===== config.mk =====
export PLATFORM = sky130hd
export DESIGN_NAME = vga_frame_plotter
export DESIGN_NICKNAME = d
export VERILOG_FILES = /design/src/rtl/vga_pkg.sv /design/src/rtl/pixel_serializer.sv /design/src/rtl/vga_frame_plotter.sv
export SDC_FILE = /design/constraint.sdc
export NUM_CORES = 1
export LEC_CHECK = 0
export ABC_CLOCK_PERIOD_IN_PS = 3250
export BUFFER_PORTS_ARGS = -buffer_cell sky130_fd_sc_hd__buf_2
export CORE_MARGIN = 2
export CORE_UTILIZATION = 58
export DETAILED_ROUTE_END_ITERATION = 16
export PLACE_DENSITY = 0.91
export SYNTH_ARGS = -nofsm -noshare
export SYNTH_HDL_FRONTEND = slang
export SYNTH_SLANG_ARGS = --single-unit

===== constraint.sdc =====
create_clock -name clock -period 3.25 [get_ports clock]
set_input_delay 0.1625 -clock clock [delete_from_list [all_inputs] [get_ports clock]]
set_output_delay 0.1625 -clock clock [all_outputs]
set_load 0.02 [all_outputs]

===== src/rtl/vga_pkg.sv =====
// Types and constants shared by the frame plotter and the VGA wrapper.
package vga_pkg;

    typedef enum logic [2:0] {
        StIdle,
        StFetch,
        StWait,
        StDraw,
        StDone
    } state_e;

    localparam logic [2:0] FG_DEFAULT = 3'b111;
    localparam logic [2:0] BG_DEFAULT = 3'b000;

    // Drawable area; the wrapper adds its margins around this.
    localparam int unsigned DRAW_WIDTH  = 128;
    localparam int unsigned DRAW_HEIGHT = 96;

endpackage


===== src/rtl/pixel_serializer.sv =====
// Loadable 8-bit shift register that presents one pixel bit per cycle, MSB first,
// with a flag marking the eighth (last) bit of the byte.
module pixel_serializer (
    input  logic       clock,
    input  logic       reset,
    input  logic       i_load,
    input  logic [7:0] i_data,
    input  logic       i_shift,
    output logic       o_bit,
    output logic       o_last
);

    logic [7:0] r_sr;
    logic [2:0] r_cnt;

    always_ff @(posedge clock) begin
        if (reset) begin
            r_sr  <= 8'd0;
            r_cnt <= 3'd0;
        end else if (i_load) begin
            r_sr  <= i_data;
            r_cnt <= 3'd0;
        end else if (i_shift) begin
            r_sr  <= {r_sr[6:0], 1'b0};
            r_cnt <= r_cnt + 3'd1;
        end
    end

    assign o_bit  = r_sr[7];
    assign o_last = (r_cnt == 3'd7);

endmodule


===== src/rtl/vga_frame_plotter.sv =====
// Sweeps a 1bpp display memory row by row and emits one plot per cycle
// (x, y, colour, plot) for the VGA wrapper.
module vga_frame_plotter
    import vga_pkg::*;
#(
    parameter int unsigned WIDTH   = DRAW_WIDTH,
    parameter int unsigned HEIGHT  = DRAW_HEIGHT,
    parameter int unsigned MEM_LAT = 1,
    parameter logic [2:0]  FG      = FG_DEFAULT,
    parameter logic [2:0]  BG      = BG_DEFAULT,
    parameter int unsigned AW      = 11
) (
    input  logic          clock,
    input  logic          reset,
    input  logic          start,
    output logic          mem_rd,
    output logic [AW-1:0] mem_addr,
    input  logic [7:0]    mem_data,
    output logic [7:0]    x,
    output logic [6:0]    y,
    output logic [2:0]    colour,
    output logic          plot,
    output logic          busy,
    output logic          done
);

    localparam int unsigned BYTES_PER_ROW = WIDTH / 8;
    localparam logic [4:0]  LAST_CB       = 5'(BYTES_PER_ROW - 1);
    localparam logic [6:0]  LAST_ROW      = 7'(HEIGHT - 1);
    localparam logic [7:0]  LAT_INIT      = 8'(MEM_LAT - 1);

    state_e        r_state, w_state_d;
    logic [4:0]    r_cb, w_cb_d, w_cb_next;
    logic [6:0]    r_row, w_row_d, w_row_next;
    logic [7:0]    r_lat, w_lat_d;
    logic          r_mem_rd, w_mem_rd_d;
    logic [AW-1:0] r_mem_addr, w_mem_addr_d, w_addr_next;
    logic [7:0]    r_x, w_x_d;
    logic [6:0]    r_y, w_y_d;
    logic          r_plot, w_plot_d;
    logic          r_busy, w_busy_d;
    logic          r_done, w_done_d;
    logic          w_load, w_shift, w_bit, w_last, w_last_byte;

    pixel_serializer u_serializer (
        .clock  (clock),
        .reset  (reset),
        .i_load (w_load),
        .i_data (mem_data),
        .i_shift(w_shift),
        .o_bit  (w_bit),
        .o_last (w_last)
    );

    always_ff @(posedge clock) begin
        if (reset) begin
            r_state    <= StIdle;
            r_cb       <= 5'd0;
            r_row      <= 7'd0;
            r_lat      <= 8'd0;
            r_mem_rd   <= 1'b0;
            r_mem_addr <= '0;
            r_x        <= 8'd0;
            r_y        <= 7'd0;
            r_plot     <= 1'b0;
            r_busy     <= 1'b0;
            r_done     <= 1'b0;
        end else begin
            r_state    <= w_state_d;
            r_cb       <= w_cb_d;
            r_row      <= w_row_d;
            r_lat      <= w_lat_d;
            r_mem_rd   <= w_mem_rd_d;
            r_mem_addr <= w_mem_addr_d;
            r_x        <= w_x_d;
            r_y        <= w_y_d;
            r_plot     <= w_plot_d;
            r_busy     <= w_busy_d;
            r_done     <= w_done_d;
        end
    end

    always_comb begin
        w_state_d    = r_state;
        w_cb_d       = r_cb;
        w_row_d      = r_row;
        w_lat_d      = r_lat;
        w_mem_rd_d   = 1'b0;
        w_mem_addr_d = r_mem_addr;
        w_x_d        = r_x;
        w_y_d        = r_y;
        w_plot_d     = 1'b0;
        w_busy_d     = r_busy;
        w_done_d     = 1'b0;
        w_load       = 1'b0;
        w_shift      = 1'b0;

        w_cb_next   = (r_cb == LAST_CB) ? 5'd0 : r_cb + 5'd1;
        w_row_next  = (r_cb == LAST_CB) ? r_row + 7'd1 : r_row;
        w_last_byte = (r_cb == LAST_CB) && (r_row == LAST_ROW);
        w_addr_next = AW'(32'(w_row_next) * BYTES_PER_ROW + 32'(w_cb_next));

        // Outputs are registered, so each branch sets up what the next state shows.
        unique case (r_state)
            StIdle: begin
                if (start) begin
                    w_state_d    = StFetch;
                    w_cb_d       = 5'd0;
                    w_row_d      = 7'd0;
                    w_mem_rd_d   = 1'b1;
                    w_mem_addr_d = '0;
                    w_busy_d     = 1'b1;
                end
            end
            StFetch: begin
                w_state_d = StWait;
                w_lat_d   = LAT_INIT;
            end
            StWait: begin
                if (r_lat == 8'd0) begin
                    w_state_d = StDraw;
                    w_load    = 1'b1;
                    w_plot_d  = 1'b1;
                    w_x_d     = {r_cb, 3'b000};
                    w_y_d     = r_row;
                end else begin
                    w_lat_d = r_lat - 8'd1;
                end
            end
            StDraw: begin
                if (!w_last) begin
                    w_shift  = 1'b1;
                    w_plot_d = 1'b1;
                    w_x_d    = r_x + 8'd1;
                end else begin
                    w_cb_d  = w_cb_next;
                    w_row_d = w_row_next;
                    if (w_last_byte) begin
                        w_state_d = StDone;
                        w_done_d  = 1'b1;
                        w_busy_d  = 1'b0;
                    end else begin
                        w_state_d    = StFetch;
                        w_mem_rd_d   = 1'b1;
                        w_mem_addr_d = w_addr_next;
                    end
                end
            end
            StDone: begin
                w_state_d = StIdle;
            end
            default: begin
                w_state_d = StIdle;
            end
        endcase
    end

    assign mem_rd   = r_mem_rd;
    assign mem_addr = r_mem_addr;
    assign x        = r_x;
    assign y        = r_y;
    assign colour   = w_bit ? FG : BG;
    assign plot     = r_plot;
    assign busy     = r_busy;
    assign done     = r_done;

endmodule


==> results.py, run 1 <==
metrics = {
    "status": {
        "status": "finished clean",
    },
    "yosys": {
        "syn_inst": 415,
        "synth_seq_area_share_pct": 37.8,
        "syn-mean-instance-area_sq_um": 8.17,
        "synth_warnings": 0,
        "yosysMostFrequentCell": "dfxtp_1",
        "synthTopCellsByCount": "dfxtp_1 (64), nand2_1 (53), nor2_1 (43), a21oi_1 (30), clkbuf_1 (21)",
        "async_flop_share_pct": 0,
        "synth_top_area_share_pct": 37.8,
        "synth-edff-count": 0,
        "synth_top_cell_by_area": "dfxtp_1",
        "synth_cell_types": 65,
        "syn_nets": 434,
        "synth_flop_cell": "dfxtp_1",
        "synth_area_sq_um": 3390,
        "yosys-top-cells-area": "dfxtp_1 (38%), nand2_1 (5.9%), nor2_1 (4.8%), a21oi_1 (4.4%), xnor2_1 (3.1%)",
        "synth_seq_cells": 64,
    },
    "min_path": {
        "holdPathEnd": "u_serializer.r_sr[0]",
        "whs_path_depth": 3,
        "hp-class": "primary input to flip-flop",
        "hold_start": "mem_data[0]",
    },
    "timing": {
        "hold_slack_ns": 0.0629,
        "rsz0062_at_grt": "false",
        "period_needed_ns": 2.59,
        "finalSetupViolCount": 0,
        "skew_ns": 0.00875,
        "timing.final.crit_share_pct": 79.6,
        "fin_ws_ns": 0.663,
        "maxSlewHeadroom_pct": 24.6,
        "finalSetupTns_ns": 0,
        "slew_violations": 0,
        "max_freq_mhz": 386,
        "hold_violations": 0,
        "worstMarginPinSlew_ns": 1.13,
    },
    "setup_path": {
        "path_buf_inv": 1,
        "crit_family": "adder cells",
        "slowest_delay_ns": 0.40,
        "start_kind": "flip-flop",
        "cpMostUsedCell": "ha_1",
        "critical_path_class": "flip-flop to flip-flop",
        "reg2reg_to": "mem_addr[8]",
        "crit_cells": 10,
        "path_max_fanout": 12,
        "crit_chain": "ha_1 -> nand4b_1 -> buf_4 -> xnor2_1 -> ha_1 -> ha_1 -> and2_1 -> o2bb2ai_1 -> and3_1 -> o41ai_1",
        "r2r_cells": 10,
        "r2r_setup_slack_ns": 0.66,
        "required_ns": 3.49,
        "cp-end-kind": "flip-flop",
        "r2r-start": "r_cb[0]",
        "critPathArrivalTime_ns": 2.83,
        "cp_slowest_cell": "dfxtp_1",
    },
    "clock_tree": {
        "insertion_delay_ns": 0.34,
        "cts_num_sinks": 64,
        "htreeDepth": 3,
        "hold_buffers": 0,
        "clk_pin_slew_ns": 0.07,
        "cts_resized": 0,
        "post_cts_buffers": 0,
        "cts_buffers": 9,
        "clock_path_buffers": 2,
        "cts_tree": "yes",
        "cts-root-buf": "clkbuf_8",
    },
    "die": {
        "design.die.area_sq_um": 6480,
        "std_cell_rows": 27,
        "die_w_um": 80.5,
        "die_h_um": 80.5,
        "io_pins": 44,
        "core_area_sq_um": 5570,
        "start_util_pct": 60.9,
    },
    "final_layout": {
        "fin_util_pct": 67.8,
        "area_growth_pct": 11.4,
        "antenna_cells": 0,
        "drive_above_1_share_pct": 17.2,
        "fill_cells": 454,
        "nets": 456,
    },
    "place": {
        "dp_hpwl_mm": 5.24,
        "numPortBuffers": 43,
        "dp_slack_ns": 0.714,
        "place_congestion": 0.879,
    },
    "power": {
        "seqPwrFrac_pct": 39.3,
        "peakVddDrop_uv": 406,
        "total_power_w": 0.00245,
        "power.clock.fraction_pct": 30.6,
        "comb_power_share_pct": 30.0,
        "p_sw_w": 0.000824,
        "leakagePower_nw": 1.50,
        "power.density_nw_per_um2": 648,
        "internal_power_w": 0.00162,
        "p_sw_share_pct": 33.7,
    },
    "route": {
        "vias": 3216,
        "drc": 0,
        "ant_nets": 0,
        "avgRoutedWirePerCell_um": 15.3,
        "drtPass1Iterations": 7,
        "avgViaCountPerCell": 6.26,
        "first_iter_violations": 247,
        "wl_mm": 7.88,
    },
    "global_route": {
        "grtUsageMet2_pct": 41.3,
        "antenna_found_initial": 0,
        "grt_overflow": 0,
        "track_usage_pct": 25.2,
        "grt_pass1_wl_mm": 12.8,
        "first_global_vias": 2749,
        "use_met3_pct": 5.51,
        "grt_util_met1_pct": 31.9,
        "grt_start_max_net_pins": 61,
        "busiest_layer": "met2",
    },
    "flow_run": {
        "cap_violations": 0,
    },
}
==> power groups by stage <==
stage,Combinational (W),Sequential [W],Clock (W)
global placement,0.000697,0.000967,0
finish,0.000736,0.000963,0.000751
floorplan,0.000616,0.000961,0
detailed placement,0.000723,0.000976,0
global route,0.000807,0.000971,0.000789
CTS,0.000732,0.000960,0.000753
==> how the worst max path moves through the flow <==
stage | slack [ns] | startpoint | endpoint
after floorplan | 0.86 | r_cb[0] | mem_addr[8]
after global placement | 0.85 | r_cb[0] | mem_addr[8]
after detailed placement | 0.71 | r_cb[0] | mem_addr[8]
after CTS | 0.70 | r_cb[0] | mem_addr[8]
after global routing | 0.44 | r_cb[0] | mem_addr[7]
final | 0.66 | r_cb[0] | mem_addr[8]
==> sequential cells by signal (all words and copies together) (netlist names) <==
| name | count |
|---|---|
| mem_addr | 11 |
| r_lat | 8 |
| r_cb | 5 |
| busy | 1 |
| u_serializer.r_sr | 8 |
| done | 1 |
| r_row | 7 |
| x | 8 |
| u_serializer.r_cnt | 3 |
| plot | 1 |
| r_state | 3 |
| y | 7 |
| mem_rd | 1 |
==> metrics by stage <==
| step | instances | instance area, sq um |
|---|---|---|
| 2_1_floorplan | 415 | 3390 |
| 3_3_place_gp | 498 | 3560 |
| 3_5_place_dp | 498 | 3560 |
| 4_1_cts | 514 | 3780 |
| 5_1_grt | 514 | 3780 |
| 6_report | 514 | 3780 |
==> per-layer routing <==
metal / wire (um) / vias up / share of wire (%)
met5: 0 / - / 0
met4: 162 / 0 / 2.1
met3: 555 / 18 / 7.0
met2: 3900 / 134 / 49
met1: 3260 / 1525 / 41
li1: - / 1539 / -
==> layout make-up <==
type                    count  area [sq um]  share of cell area [%]
well taps                  72          90.1                    2.38
inverters                   5          18.8                   0.497
repair buffers             47           245                    6.49
clock inverters             3          65.1                    1.72
flip-flops and latches     64          1280                    33.9
multi-input cells         310          1930                    51.1
clock buffers              13           149                    3.94
==> kinds of logic (layout without fill, tap and decap cells) <==
group                      Yosys count  count (layout)  share of synthesized area (%)
AOI/OAI and AO/OA                   98              98                           20.5
xor gates and xnor gates            15              15                           3.87
adders and majority gates            8               8                           2.95
buffers and inverters               41              68                           5.35
DFF                                 64              64                           37.8
muxes                                4               4                           1.18
and+or+nand+nor                    185             185                           28.3
==> placed cells by master, fill, tap and decap left out, types with 5 or more instances in the layout <==
cell type / count
or3_1: 6
nor4_1: 6
nor2b_1: 6
nand3_1: 15
dfxtp_1: 64
a311oi_2: 6
a22oi_1: 7
and2_1: 7
buf_2: 43
nand3b_1: 6
nor2_1: 43
inv_1: 5
a21oi_1: 30
nor3_1: 9
a31oi_1: 5
xnor2_1: 12
nand2_1: 53
clkbuf_8: 10
o21ai_0: 5
o21ai_1: 11
a211oi_1: 6
ha_1: 8
==> worst min-delay path: stages <==
cell and delay (ns):
buf_2 0.10, nand2_1 0.05, a21oi_1 0.05
(Power assumes the default switching activity.)
==> inputs of run 2 (changes only) <==
Settings changed: ABC_AREA set to 1, ABC_CLOCK_PERIOD_IN_PS 3250 to 2150, CORE_UTILIZATION 58 to 51, PLACE_DENSITY 0.91 to 0.86.
Clock period 3.25 ns to 2.15 ns, I/O delays scaled along.
==> results.py, run 2 <==
metrics = {
    "status": {
        "status": "finished clean",
    },
    "final_layout": {
        "final_common_cell": "nand2_1",
        "nets": 487,
        "fin_util_pct": 60.3,
        "final_cell_mix": "nand2_1 (111), dfxtp_1 (62), a21oi_1 (47)",
        "area_growth_pct": 15.0,
        "largest_reg_flops": 11,
        "fill_cells": 532,
        "drive_above_1_share_pct": 19.1,
        "antenna_cells": 0,
    },
    "route": {
        "ant_nets": 0,
        "drc": 0,
        "vias": 2861,
        "avgViaCountPerCell": 5.23,
        "first_iter_violations": 202,
        "avgRoutedWirePerCell_um": 12.6,
        "wl_mm": 6.89,
        "drtPass1Iterations": 5,
    },
    "timing": {
        "timing.final.crit_share_pct": 94.3,
        "slew_violations": 0,
        "worstMarginPinSlew_ns": 0.491,
        "maxSlewHeadroom_pct": 67.2,
        "hold_violations": 0,
        "max_freq_mhz": 493,
        "skew_ns": 0.00561,
        "finalSetupViolCount": 0,
        "period_needed_ns": 2.03,
        "fin_ws_ns": 0.122,
    },
    "power": {
        "power.clock.fraction_pct": 21.6,
        "power.density_nw_per_um2": 1210,
        "peakVddDrop_uv": 567,
        "internal_power_w": 0.00247,
        "comb_power_share_pct": 41.4,
        "leakagePower_nw": 1.53,
        "p_sw_share_pct": 42.0,
        "seqPwrFrac_pct": 37.0,
        "p_sw_w": 0.00179,
    },
    "yosys": {
        "synth_top_cell_by_area": "dfxtp_1",
        "synth_top_area_share_pct": 41.7,
        "async_flop_share_pct": 0,
        "synthTopCellsByCount": "nand2_1 (111), dfxtp_1 (64), a21oi_1 (47), inv_1 (39), nor2_1 (35)",
        "synth_warnings": 0,
        "synth_flop_cell": "dfxtp_1",
        "synth_cell_types": 36,
        "yosysMostFrequentCell": "nand2_1",
        "syn-mean-instance-area_sq_um": 7.26,
        "syn_nets": 442,
        "synth_seq_cells": 64,
        "synth_area_sq_um": 3070,
        "syn_inst": 423,
        "yosys-top-cells-area": "dfxtp_1 (42%), nand2_1 (14%), a21oi_1 (7.7%), inv_1 (4.8%), nor2_1 (4.3%)",
        "synth_seq_area_share_pct": 41.7,
        "synth-edff-count": 0,
    },
    "setup_path": {
        "start_kind": "flip-flop",
        "critPathArrivalTime_ns": 2.24,
        "required_ns": 2.36,
        "r2r_cells": 11,
        "crit_start": "r_cb[0]",
        "path_max_fanout": 5,
        "r2r-start": "r_cb[0]",
        "cp-end-kind": "flip-flop",
        "reg2reg_to": "mem_addr[8]",
        "r2r_setup_slack_ns": 0.12,
        "critical_path_class": "flip-flop to flip-flop",
    },
    "min_path": {
        "hp-class": "primary input to flip-flop",
        "whs_path_depth": 3,
        "holdPathEnd": "u_serializer.r_sr[4]",
        "hold_start": "mem_data[4]",
    },
    "die": {
        "io_pins": 44,
        "start_util_pct": 52.5,
        "die_w_um": 81.6,
        "design.die.area_sq_um": 6650,
        "std_cell_rows": 28,
        "core_area_sq_um": 5850,
        "die_h_um": 81.6,
    },
    "clock_tree": {
        "clock_path_buffers": 2,
        "htreeDepth": 3,
        "insertion_delay_ns": 0.35,
        "cts_buffers": 9,
        "clk_pin_slew_ns": 0.07,
        "cts_num_sinks": 64,
        "cts-root-buf": "clkbuf_8",
        "cts_tree": "yes",
    },
    "place": {
        "numPortBuffers": 43,
        "place_congestion": 0.868,
        "dp_slack_ns": 0.0600,
        "dp_hpwl_mm": 4.94,
    },
    "global_route": {
        "first_global_vias": 2535,
        "grt_start_max_net_pins": 46,
        "grt_pass1_wl_mm": 11.1,
        "antenna_found_initial": 0,
        "track_usage_pct": 21.5,
        "grt_overflow": 0,
    },
    "flow_run": {
        "cap_violations": 0,
    },
}
[run 2: changes by cell type after synthesis, sizes merged, moves of 7 or more]
| cell | before | now |
|---|---|---|
| a21oi | 31 | 48 |
| clkbuf | 21 | 6 |
| inv | 5 | 44 |
| nand2 | 53 | 115 |
| nand3 | 15 | 22 |
| xnor2 | 12 | 2 |
[run 2: power groups by stage]
stage	clock network (W)	registers, W	logic, W
after floorplan	0	0.00171	0.00133
after global placement	0	0.00159	0.00170
after detailed placement	0	0.00160	0.00175
after CTS	0.000929	0.00158	0.00176
after global routing	0.000983	0.00161	0.00199
final	0.000921	0.00158	0.00176
[run 2: cells by family after synthesis]
kind of cell | count (synthesis) | share of synthesized area (%)
XOR/XNOR | 6 | 1.71
buffers and inverters | 61 | 9.21
flip-flops | 64 | 41.7
adder cells (fa/ha/maj) | 8 | 3.26
AND/OR/NAND/NOR | 205 | 29.6
AO/OA/AOI/OAI | 79 | 14.5
[run 2: through the flow]
stage / cell area (sq um) / hold WS, ns / power [W] / instances / setup TNS (ns)
after floorplan: 3070 / 0.256 / 0.00304 / 423 / 0
after global placement: 3310 / 0.367 / 0.00330 / 530 / 0
after detailed placement: 3310 / 0.366 / 0.00335 / 530 / 0
after CTS: 3490 / 0.0299 / 0.00426 / 546 / 0
after global routing: 3530 / 0.0543 / 0.00458 / 547 / -0.0312
final: 3530 / 0.0358 / 0.00426 / 547 / 0
[run 2: per-layer routing]
| metal | track usage (%) | part of all wire [%] | vias up |
|---|---|---|---|
| met1 | 26.7 | 44 | 1292 |
| met3 | 3.85 | 5.2 | 17 |
| met5 | 0 | 0 | - |
| li1 | - | - | 1471 |
| met2 | 36.1 | 48 | 81 |
| met4 | 10.7 | 2.5 | 0 |
[run 2: critical path, cell delays in order (launching register included)]
cell     delay (ns)
dfxtp_4        0.37
ha_2           0.21
nand3_1        0.18
nor2_4         0.18
nand2_1        0.09
and2_1         0.17
ha_1           0.20
nand3_1        0.11
nor2_2         0.06
or2_0          0.20
nand3_1        0.07
a21oi_1        0.06
[run 2: repair_timing]
item | in CTS | in global routing
resized for setup | 1 | 8
endpoints found under the hold margin | 1 | 0
pin swaps | 1 | 4
setup endpoints to repair | 1 | 13
hold buffers | 1 | 0
setup buffers | 0 | 1
[run 2: worst max path at each step]
stage | to | slack, ns | depth (start not counted)
6_report | mem_addr[8] | 0.12 | 11
5_1_grt | mem_addr[10] | -0.02 | 12
4_1_cts | mem_addr[10] | 0.004 | 11
3_5_place_dp | mem_addr[10] | 0.06 | 11
3_3_place_gp | mem_addr[10] | 0.17 | 11
2_1_floorplan | mem_addr[8] | 0.17 | 12
[run 2: layout make-up]
class,count,area [sq um],area share (%)
multi-input cells,298,1530,43.4
inverters,44,168,4.75
clock buffers,12,155,4.40
clock inverters,3,17.5,0.496
repair buffers,51,278,7.87
well taps,75,93.8,2.66
flip-flops and latches,64,1290,36.5
==> inputs of run 3 (changes only) <==
Settings changed: BUFFER_PORTS_ARGS -buffer_cell sky130_fd_sc_hd__buf_2 to not set, CORE_UTILIZATION 51 to 57, DONT_BUFFER_PORTS set to 1.
==> results.py, run 3 (synthesis results as in run 2) <==
metrics = {
    "timing": {
        "hold_violations": 0,
        "timing.final.crit_share_pct": 95.6,
        "slew_violations": 0,
        "maxSlewHeadroom_pct": 67.8,
        "max_freq_mhz": 487,
        "period_needed_ns": 2.05,
        "hold_slack_ns": 0.0721,
        "worstMarginPinSlew_ns": 0.482,
        "skew_ns": 0.00630,
        "finalSetupViolCount": 0,
    },
    "setup_path": {
        "reg2reg_to": "mem_addr[10]",
        "cp-end-kind": "flip-flop",
        "r2r_cells": 11,
        "path_max_fanout": 4,
        "crit_chain": "ha_4 -> nand4_1 -> xor2_1 -> ha_2 -> ha_1 -> nand3_1 -> nor2_2 -> nand3_1 -> nand2_1 -> nand3_1 -> a21oi_1",
        "cpMostUsedCell": "nand3_1",
        "crit_family": "simple AND/OR/NAND/NOR gates",
        "required_ns": 2.42,
        "critPathArrivalTime_ns": 2.33,
        "slowest_delay_ns": 0.38,
        "path_buf_inv": 0,
        "r2r-start": "r_cb[1]",
        "cp_slowest_cell": "dfxtp_2",
        "critical_path_class": "flip-flop to flip-flop",
        "start_kind": "flip-flop",
        "r2r_setup_slack_ns": 0.1,
    },
    "place": {
        "place_congestion": 0.895,
        "numPortBuffers": 0,
        "dp_cells": 483,
        "dp_hpwl_mm": 4.72,
    },
    "final_layout": {
        "final_cell_mix": "nand2_1 (111), dfxtp_1 (62), a21oi_1 (47)",
        "nets": 455,
        "drive_above_1_share_pct": 11.1,
        "instances_no_fill": 510,
        "antenna_cells": 0,
        "final_common_cell": "nand2_1",
        "largest_reg_flops": 11,
        "area_growth_pct": 11.2,
    },
    "status": {
        "status": "finished clean",
    },
    "die": {
        "die_w_um": 77.4,
        "io_pins": 44,
        "die_h_um": 77.4,
        "design.die.area_sq_um": 5990,
        "core_area_sq_um": 5140,
        "start_util_pct": 59.7,
        "std_cell_rows": 26,
    },
    "min_path": {
        "hp-class": "primary input to flip-flop",
        "holdPathEnd": "plot",
        "hold_start": "reset",
        "whs_path_depth": 2,
    },
    "route": {
        "wl_met1_mm": 2.94,
        "wl_mm": 6.93,
        "ant_nets": 0,
        "top_layer_used": "met4",
        "first_iter_violations": 114,
        "vias": 2774,
        "dr_wl_met2_mm": 3.51,
        "avgRoutedWirePerCell_um": 13.6,
        "drtPass1Iterations": 7,
        "drc": 0,
        "dr_wl_met3_um": 348,
        "avgViaCountPerCell": 5.44,
    },
    "global_route": {
        "grt_start_max_net_pins": 46,
        "track_usage_pct": 23.8,
        "first_global_vias": 2653,
        "grt_pass1_wl_mm": 11.4,
        "grt_overflow": 0,
        "antenna_found_initial": 0,
    },
    "clock_tree": {
        "htreeDepth": 3,
        "insertion_delay_ns": 0.35,
        "cts_num_sinks": 64,
        "clock_path_buffers": 2,
        "cts_buffers": 9,
        "cts_tree": "yes",
        "clk_pin_slew_ns": 0.07,
        "cts-root-buf": "clkbuf_8",
    },
    "power": {
        "power.density_nw_per_um2": 1220,
        "peakVddDrop_uv": 740,
        "leakagePower_nw": 1.36,
    },
    "flow_run": {
        "cap_violations": 0,
    },
}
## run 3: layer usage
metal	up-vias	track usage, %
met2	71	40.7
li1	1411	-
met3	12	7.79
met5	-	0
met4	0	10.2
met1	1280	27.3
## run 3: worst max path at each step
stage,startpoint,to,depth (start not counted)
4_1_cts,r_cb[1],mem_addr[10],11
3_5_place_dp,r_cb[1],mem_addr[10],11
3_3_place_gp,r_cb[1],mem_addr[10],11
5_1_grt,r_cb[1],mem_addr[10],11
2_1_floorplan,r_cb[0],mem_addr[8],12
6_report,r_cb[1],mem_addr[10],11
## run 3: final cells by class
cell class	count	area, sq um
fill	429	1730
multi-input combinational	298	1520
sequential	64	1280
timing repair buffer	19	178
inverter	44	168
clock buffer	12	155
tap	70	87.6
clock inverter	3	17.5
## run 3: timing repair
action | CTS | global route
cloned | 0 | 0
endpoints found under the hold margin | 46 | 0
gates resized for setup | 1 | 5
hold buffers | 10 | 0
setup buffers | 1 | 1
setup endpoints to repair | 1 | 2
pin swaps | 1 | 4
## run 3: power by group
group          total (W)  internal [W]  switching [W]  leakage, nW
clock network   0.000907      0.000471       0.000437       0.0882
logic            0.00153      0.000500        0.00103        0.755
registers        0.00173       0.00142       0.000308        0.520
total            0.00417       0.00239        0.00177         1.36
## run 3: stage by stage
| stage | area (sq um) | setup TNS, ns | setup WS (ns) | utilization (%) | power, W |
|---|---|---|---|---|---|
| after CTS | 3390 | 0 | 0.00573 | 65.9 | 0.00417 |
| after detailed placement | 3090 | 0 | 0.0630 | 60.2 | 0.00323 |
| final | 3410 | 0 | 0.0953 | 66.4 | 0.00417 |
| after global placement | 3090 | 0 | 0.163 | 60.2 | 0.00317 |
| after global routing | 3410 | -0.130 | -0.0662 | 66.4 | 0.00446 |
| after floorplan | 3070 | 0 | 0.169 | - | 0.00304 |
